[src/rtl/branch_checkpoint_stack_pkg.sv]
// Shared sizes and checkpoint types for the branch checkpoint stack.
package branch_checkpoint_stack_pkg;

    localparam int BRANCH_STACK_DEPTH = 4;
    localparam int PHYS_REG_SZ_R10K   = 64;

    typedef logic [BRANCH_STACK_DEPTH-1:0] branch_mask_t;

    typedef struct packed {
        logic                        valid;
        logic [PHYS_REG_SZ_R10K-1:0] snapshot;
        branch_mask_t                dep_mask;
    } checkpoint_t;

endpackage

[src/rtl/branch_checkpoint_stack_psel.sv]
// Lowest-index-first one-hot picker; grants nothing when no request is set.
module branch_checkpoint_stack_psel #(
    parameter int WIDTH = 4
) (
    input  logic [WIDTH-1:0] i_req,
    output logic [WIDTH-1:0] o_gnt
);

    logic [WIDTH:0] w_seen;

    assign w_seen[0] = 1'b0;

    for (genvar i = 0; i < WIDTH; i++) begin : g_pick
        assign w_seen[i+1] = w_seen[i] | i_req[i];
        assign o_gnt[i]    = i_req[i] & ~w_seen[i];
    end

endmodule

[src/rtl/branch_checkpoint_stack.sv]
// Free-list checkpoints for in-flight branches: allocate at dispatch, release on
// resolve, and on mispredict restore the snapshot and kill all younger dependents.
module branch_checkpoint_stack
    import branch_checkpoint_stack_pkg::*;
#(
    parameter int DEPTH     = BRANCH_STACK_DEPTH,
    parameter int PHYS_REGS = PHYS_REG_SZ_R10K
) (
    input  logic                         i_clock,
    input  logic                         i_reset,
    input  logic                         i_alloc_valid,
    input  logic [PHYS_REGS-1:0]         i_alloc_free_list,
    output logic                         o_alloc_ready,
    output logic [DEPTH-1:0]             o_alloc_tag,
    output logic [DEPTH-1:0]             o_branch_mask,
    input  logic                         i_resolve_valid,
    input  logic [DEPTH-1:0]             i_resolve_tag,
    input  logic                         i_resolve_mispredict,
    output logic                         o_restore_flag,
    output logic [PHYS_REGS-1:0]         o_free_list_restore,
    output logic [DEPTH-1:0]             o_squash_mask,
    output logic [$clog2(DEPTH+1)-1:0]   o_free_slots
);

    localparam int FS_W = $clog2(DEPTH+1);

    typedef struct packed {
        logic                 valid;
        logic [PHYS_REGS-1:0] snapshot;
        logic [DEPTH-1:0]     dep_mask;
    } entry_t;

    entry_t r_ent [DEPTH];
    entry_t w_nxt [DEPTH];

    logic [DEPTH-1:0]     w_valid;
    logic [DEPTH-1:0]     w_pick;
    logic                 w_tag_onehot;
    logic                 w_hit;
    logic                 w_restore;
    logic                 w_correct;
    logic                 w_alloc_fire;
    logic [DEPTH-1:0]     w_dependents;
    logic [DEPTH-1:0]     w_squash;
    logic [PHYS_REGS-1:0] w_snap;
    logic [FS_W-1:0]      w_free_cnt;

    for (genvar i = 0; i < DEPTH; i++) begin : g_valid
        assign w_valid[i] = r_ent[i].valid;
    end

    branch_checkpoint_stack_psel #(.WIDTH(DEPTH)) u_psel (
        .i_req (~w_valid),
        .o_gnt (w_pick)
    );

    assign o_alloc_tag   = w_pick;
    assign o_alloc_ready = |(~w_valid);
    assign o_branch_mask = w_valid;

    // Resolves naming a dead slot or more than one slot are dropped entirely.
    assign w_tag_onehot = (i_resolve_tag != '0) &&
                          ((i_resolve_tag & (i_resolve_tag - DEPTH'(1))) == '0);
    assign w_hit        = ~i_reset & i_resolve_valid & w_tag_onehot &
                          (|(i_resolve_tag & w_valid));
    assign w_restore    = w_hit & i_resolve_mispredict;
    assign w_correct    = w_hit & ~i_resolve_mispredict;

    always_comb begin
        w_dependents = '0;
        w_snap       = '0;
        for (int j = 0; j < DEPTH; j++) begin
            w_dependents[j] = r_ent[j].valid & (|(r_ent[j].dep_mask & i_resolve_tag));
            w_snap          = w_snap | (r_ent[j].snapshot & {PHYS_REGS{i_resolve_tag[j]}});
        end
    end

    always_comb begin
        w_squash = '0;
        if (w_restore)
            w_squash = i_resolve_tag | w_dependents;
        else if (w_correct)
            w_squash = i_resolve_tag;
    end

    assign o_restore_flag      = w_restore;
    assign o_free_list_restore = w_restore ? w_snap : '0;
    assign o_squash_mask       = w_squash;

    // An allocation alongside a mispredict is on the wrong path, so it never lands.
    assign w_alloc_fire = i_alloc_valid & o_alloc_ready & ~w_restore;

    always_comb begin
        for (int j = 0; j < DEPTH; j++) begin
            w_nxt[j]          = r_ent[j];
            w_nxt[j].dep_mask = r_ent[j].dep_mask & ~w_squash;
            if (w_squash[j])
                w_nxt[j].valid = 1'b0;
            if (w_alloc_fire && w_pick[j]) begin
                w_nxt[j].valid    = 1'b1;
                w_nxt[j].snapshot = i_alloc_free_list;
                w_nxt[j].dep_mask = w_valid & ~w_squash;
            end
        end
    end

    always_ff @(posedge i_clock) begin
        if (i_reset) begin
            for (int j = 0; j < DEPTH; j++)
                r_ent[j] <= '0;
        end else begin
            for (int j = 0; j < DEPTH; j++)
                r_ent[j] <= w_nxt[j];
        end
    end

    always_comb begin
        w_free_cnt = '0;
        for (int j = 0; j < DEPTH; j++)
            if (!w_valid[j])
                w_free_cnt = w_free_cnt + FS_W'(1);
    end

    assign o_free_slots = w_free_cnt;

endmodule

[config.mk]
export PLATFORM = sky130hd
export DESIGN_NAME = branch_checkpoint_stack
export DESIGN_NICKNAME = d
export VERILOG_FILES = /design/src/rtl/branch_checkpoint_stack_pkg.sv /design/src/rtl/branch_checkpoint_stack_psel.sv /design/src/rtl/branch_checkpoint_stack.sv
export SDC_FILE = /design/constraint.sdc
export NUM_CORES = 1
export LEC_CHECK = 0
export CORE_ASPECT_RATIO = 1.1
export CORE_MARGIN = 4
export CORE_UTILIZATION = 40
export DETAILED_ROUTE_END_ITERATION = 8
export DONT_BUFFER_PORTS = 1
export HOLD_SLACK_MARGIN = 0.05
export SLEW_MARGIN = 0
export SYNTH_ARGS = -nofsm -noshare
export SYNTH_HDL_FRONTEND = slang
export SYNTH_SLANG_ARGS = --single-unit
[constraint.sdc]
create_clock -name i_clock -period 4.67 [get_ports i_clock]
set_input_delay 0.934 -clock i_clock [delete_from_list [all_inputs] [get_ports i_clock]]
set_output_delay 0.934 -clock i_clock [all_outputs]
set_load 0.05 [all_outputs]
* Word-level counts from Yosys, hierarchy flattened
Memory sizes are Yosys's and may differ from the RTL's. Index checks and enable logic that the tools add are counted.
Cells by class: bitwise operators 47, add/subtract/negate cells 4, mux-type cells 22, reductions and logical operators 13
Operators by type and width (count):
- 69-bit 2-to-1 mux | 8
- 64-bit bitwise AND | 4
- 64-bit bitwise OR | 3
- 64-bit 2-to-1 mux | 1
- 4-bit bitwise AND | 11
- 4-bit OR reduction | 6
- 1-bit bitwise AND | 14
- 1-bit 2-to-1 mux | 8
- 4-bit 2-to-1 mux | 2
- 4-bit NOT | 2
- 3-bit by 1-bit adder with 3-bit output (second input constant) | 2
- 3-bit 2-to-1 mux | 2
- 1-bit NOT | 6
- 1-bit bitwise OR | 6
- 1-bit logical AND | 5
- 4-bit logical NOT | 1
- 4-bit bitwise OR | 1
- 4-bit nonzero test | 1
- 4-bit by 1-bit subtractor with 4-bit output (second input constant) | 1
- 1-bit by 1-bit adder with 2-bit output (second input constant) | 1
- 2-bit 2-to-1 mux | 1
Storage, ports and cells: memory bits (writable) 276, input port bits 73, register bits after elaboration 0, memories 1, output and inout bits 81, word-level logic and storage cells 87
Memory list:
- r_ent | depth 4, bits a word 69, read ports 4, clocked after Yosys merged registers in 0, wr ports 4, line branch_checkpoint_stack.sv:33 | entry_t r_ent [DEPTH];

* Logic depth before layout (Yosys ltp)
depth after elaboration 13, depth in mapped cells 9, depth with buffers taken out 7

* Hierarchy
From an unflattened synthesis, not the netlist that was laid out.
Second synthesis, totals: cells, all modules 1531, area, all modules 12177.9 µm²
By module, submodules not included:
- branch_checkpoint_stack | area each 12141.6 µm², times used 1, sequential area each 5445.2 µm², cells each 1527
- branch_checkpoint_stack_psel | area each 36.3 µm², times used 1, sequential area each 0.0 µm², cells each 4

* Least setup slack after synthesis
OpenSTA, ideal clock, no wires.
kind input -> output, start point in i_resolve_tag[1], end point out o_free_list_restore[54], arrival time 3061 ps, buffers on the path 3, required time 3736 ps, stages 7, path slack 675 ps, cells stage by stage buf_2 -> or4b_4 -> o311ai_4 -> nand2_1 -> clkbuf_1 -> clkbuf_1 -> a21oi_1
Between the ends: word-level cells in the longest chain between the ends 8, elaborated cells on any way between the ends 15, those cells by class add/sub: 1; mux: 1; bitwise: 9; reduce/logical: 4
Ends and longest elaborated chain:
- start, declared | line branch_checkpoint_stack.sv:17 | input logic [DEPTH-1:0] i_resolve_tag,
- 4-bit by 1-bit subtractor with 4-bit output | line branch_checkpoint_stack.sv:63 | ((i_resolve_tag & (i_resolve_tag - DEPTH'(1))) == '0);
- 4-bit bitwise AND | line branch_checkpoint_stack.sv:63
- 4-bit logical NOT | line branch_checkpoint_stack.sv:63
- 1-bit logical AND | line branch_checkpoint_stack.sv:62 | assign w_tag_onehot = (i_resolve_tag != '0) &&
- 1-bit bitwise AND (2 in series) | line branch_checkpoint_stack.sv:64 | assign w_hit = ~i_reset & i_resolve_valid & w_tag_onehot &
- 1-bit bitwise AND | line branch_checkpoint_stack.sv:66 | assign w_restore = w_hit & i_resolve_mispredict;
- 64-bit 2-to-1 mux * | line branch_checkpoint_stack.sv:87 | assign o_free_list_restore = w_restore ? w_snap : '0;
- end, declared | line branch_checkpoint_stack.sv:20 | output logic [PHYS_REGS-1:0] o_free_list_restore,
Mark *: on every way between the ends. The rest lies on a longest branch, timed or not.

==> run metrics <==
outcome=finished, final reports clean; WL per Instance=slightly below 20 µm; post-route ant nets=0; largest registers=r_ent x272; DIE HEIGHT=187.9 µm; Post-Synth Adder-Cell Area=less than 1%; crit-path max FO=30; Tot GR Track Use=19.69%; max frequency=about 250 MHz; Hold Path Class=reg -> reg; multiplexer area fraction after synthesis=11.50%; number of I/O pins=approximately 150; Synth Area in Compound Gates=between 20% and 30%; total clock buffers created by CTS=29; area occupied by multi-input gates=~0.0057 mm²; largest reg by FF count=r_ent; Core Area=roughly 0.029 mm²; XOR/XNOR Fraction of Synth Area=less than 1%; initial antenna violation count=0; max reg flops=272; Worst R2R Start=r_ent[0][68]; Tmin final=about 4000 ps; main combinational cell family by area after synthesis=compound AO/OA/AOI/OAI gates; Clock Latency Late Sink=between 500 and 600 ps; FP Rows=65; peak supply drop=193.8 µV; global-route wire length before repair=roughly 53 mm; Tcrit/Tclk final=86.70%; CP cell instances=a22oi_1, a211oi_2, buf_4, nand2_2, buf_4, a21oi_1, buf_4; Clock Tree Root=clkbuf_16; area growth from synthesis to layout=12.19%; GRT Residual Overflow=0; PortBufs=0; setup TNS=0 ps; Clock Tree Buf Depth=3; most frequent CP cell=buf_4; largest net degree at the start of global routing=roughly 270; Lkg Pwr=approximately 4.2 nW; Layout fillers=2765; DIE WIDTH=about 170 µm; hold_sp=r_ent[1][59]; Ys Warns=0; Crit path arrival time=3110 ps; post-synth top area share=46.29%; Worst-Margin Slew=between 900 and 1000 ps; hold_buf cts=0; Starting Density=roughly two fifths; crit path launch type=register; FF/Latch Area=0.005445 mm²; top post-synthesis cells by area=dfxtp_1, mux2i_1, a21oi_1, a22oi_1, nand3_1; Yosys cell types=33; unrepaired setup endpoints after global routing=no; layout cells sized above 1=around a tenth; Post-Synthesis Cells=1354; vias in the first global route=between 9000 and 10000; max-cap violations=0; Post-CTS Setup Repair Bufs=0; CP Class=reg -> out; most frequent cells in the layout=dfxtp_1, a21oi_1, nor2_1; Die ar.=about 0.032 mm²; Synth Area per Inst=~8.7 µm²; starting DRC count in detailed routing=991; drc violations=0; simple-gate share of the synthesized area=between 10 and 15%; sequential-to-total area share from yosys stat=a little under half; synthesized flop and latch total=~270; DR vias=roughly 10000; Slew HR=38.20%; Fin. Hold Viols=0; drt first pass iters=5; setup violators final=0; origin of the worst setup path=r_ent[0][68]; Max Clock Skew=around 7.9 ps; hpwl dp=approximately 17 mm; fin nets=1400; Syn Nets=about 1400; # clock sinks=approximately 270; Hold Worst Slack=about 480 ps; post-synth design cell area=0.01176 mm²; Antenna Cells=0; Slew Viols, Final=0; H-Tree Depth=1; vias per inst=roughly 5.9; final WL=around 33 mm; Yosys top cell by area=dfxtp_1; CP Capture Type=output port; gp weighted congestion=0.7641; most common cell after layout, fill and taps aside=dfxtp_1; Worst path slowest cell=dfxtp_1; Max stage delay on crit path=~900 ps; CTS tree=yes; Post-CTS Resized=0; worst path required time=3740 ps; Reg clk slew, reported paths=60 ps; P per Cell Area=about 380 mW/mm²
==> cell type report <==
type                            instances  share of cell area (%)
Clock inverter                          5                  0.7774
Inverter                                9                  0.2560
Clock buffer                           44                   6.304
Sequential cell                       272                   41.26
Tap cell                              368                   3.489
Multi-Input combinational cell        925                   42.89
Timing Repair Buffer                   85                   5.025
==> synthesized netlist by cell type (all sizes together) <==
cell type / instances
a21oi: 204
nand2b: 6
dfxtp: 272
buf: 40
nor2: 141
ha: 5
mux2: 1
a31oi: 1
inv: 9
or4b: 2
nand2: 10
a21boi: 1
a211oi: 1
nand3: 135
o311ai: 1
o21ai: 134
nor2b: 1
and2: 1
clkbuf: 108
a21bo: 1
xnor2: 4
a22oi: 131
o211ai: 4
mux2i: 134
and3b: 1
nor3: 2
a222oi: 4
==> cells by family after synthesis <==
family	Yosys count
AND/OR/NAND/NOR	299
XOR/XNOR	4
multiplexers	135
buffers and inverters	157
flip-flops	272
AO/OA/AOI/OAI	482
adder cells (fa/ha/maj)	5
==> per-stage QoR <==
| step | instances | worst slack (ps) | util, % | area, µm² | total power, mW |
|---|---|---|---|---|---|
| CTS | 1708 | 600.4 | 45.71 | 13200 | 5.094 |
| detailed placement | 1659 | 1100 | 42.47 | 12260 | 2.807 |
| finish | 1708 | 621.1 | 45.71 | 13200 | 5.033 |
| global placement | 1659 | 1133 | 42.47 | 12260 | 2.799 |
| global route | 1708 | 476.1 | 45.71 | 13200 | 5.239 |
| floorplan | 1354 | 675.3 | - | 11760 | 2.788 |
==> per-layer routing <==
layer / part of all wire (%) / wire, µm / GRT usage (%) / up-vias
met3: 6.8 / 2257 / 3.373 / 39
met2: 47 / 15670 / 31.82 / 357
met4: 1.5 / 503 / 4.389 / 0
li1: - / - / - / 4808
met1: 44 / 14760 / 27.57 / 4890
met5: 0 / 0 / 0 / -
==> worst max-delay path: cells and delay by family, from the launching register on <==
family / cells / cell delay (ps)
AO/OA/AOI/OAI: 3 / 820
buffers and inverters: 3 / 750
flip-flops: 1 / 900
AND/OR/NAND/NOR: 1 / 70
==> worst paths after layout <==
check                           slack (ps)  cells past startpoint                       to
worst max register to register        1310                      5             r_ent[1][35]
worst max-delay path                   620                      7  o_free_list_restore[34]
worst min register to register         480                      2             r_ent[1][59]
worst min-delay path                   480                      2             r_ent[1][59]
==> where the power goes <==
group | leakage (nW) | internal (mW) | switching, mW | total [mW]
registers | 2.21 | 2.39 | 0.0338 | 2.42
clock network | 0.452 | 1.38 | 0.898 | 2.28
logic | 1.58 | 0.108 | 0.229 | 0.338
(Power assumes the default switching activity.)
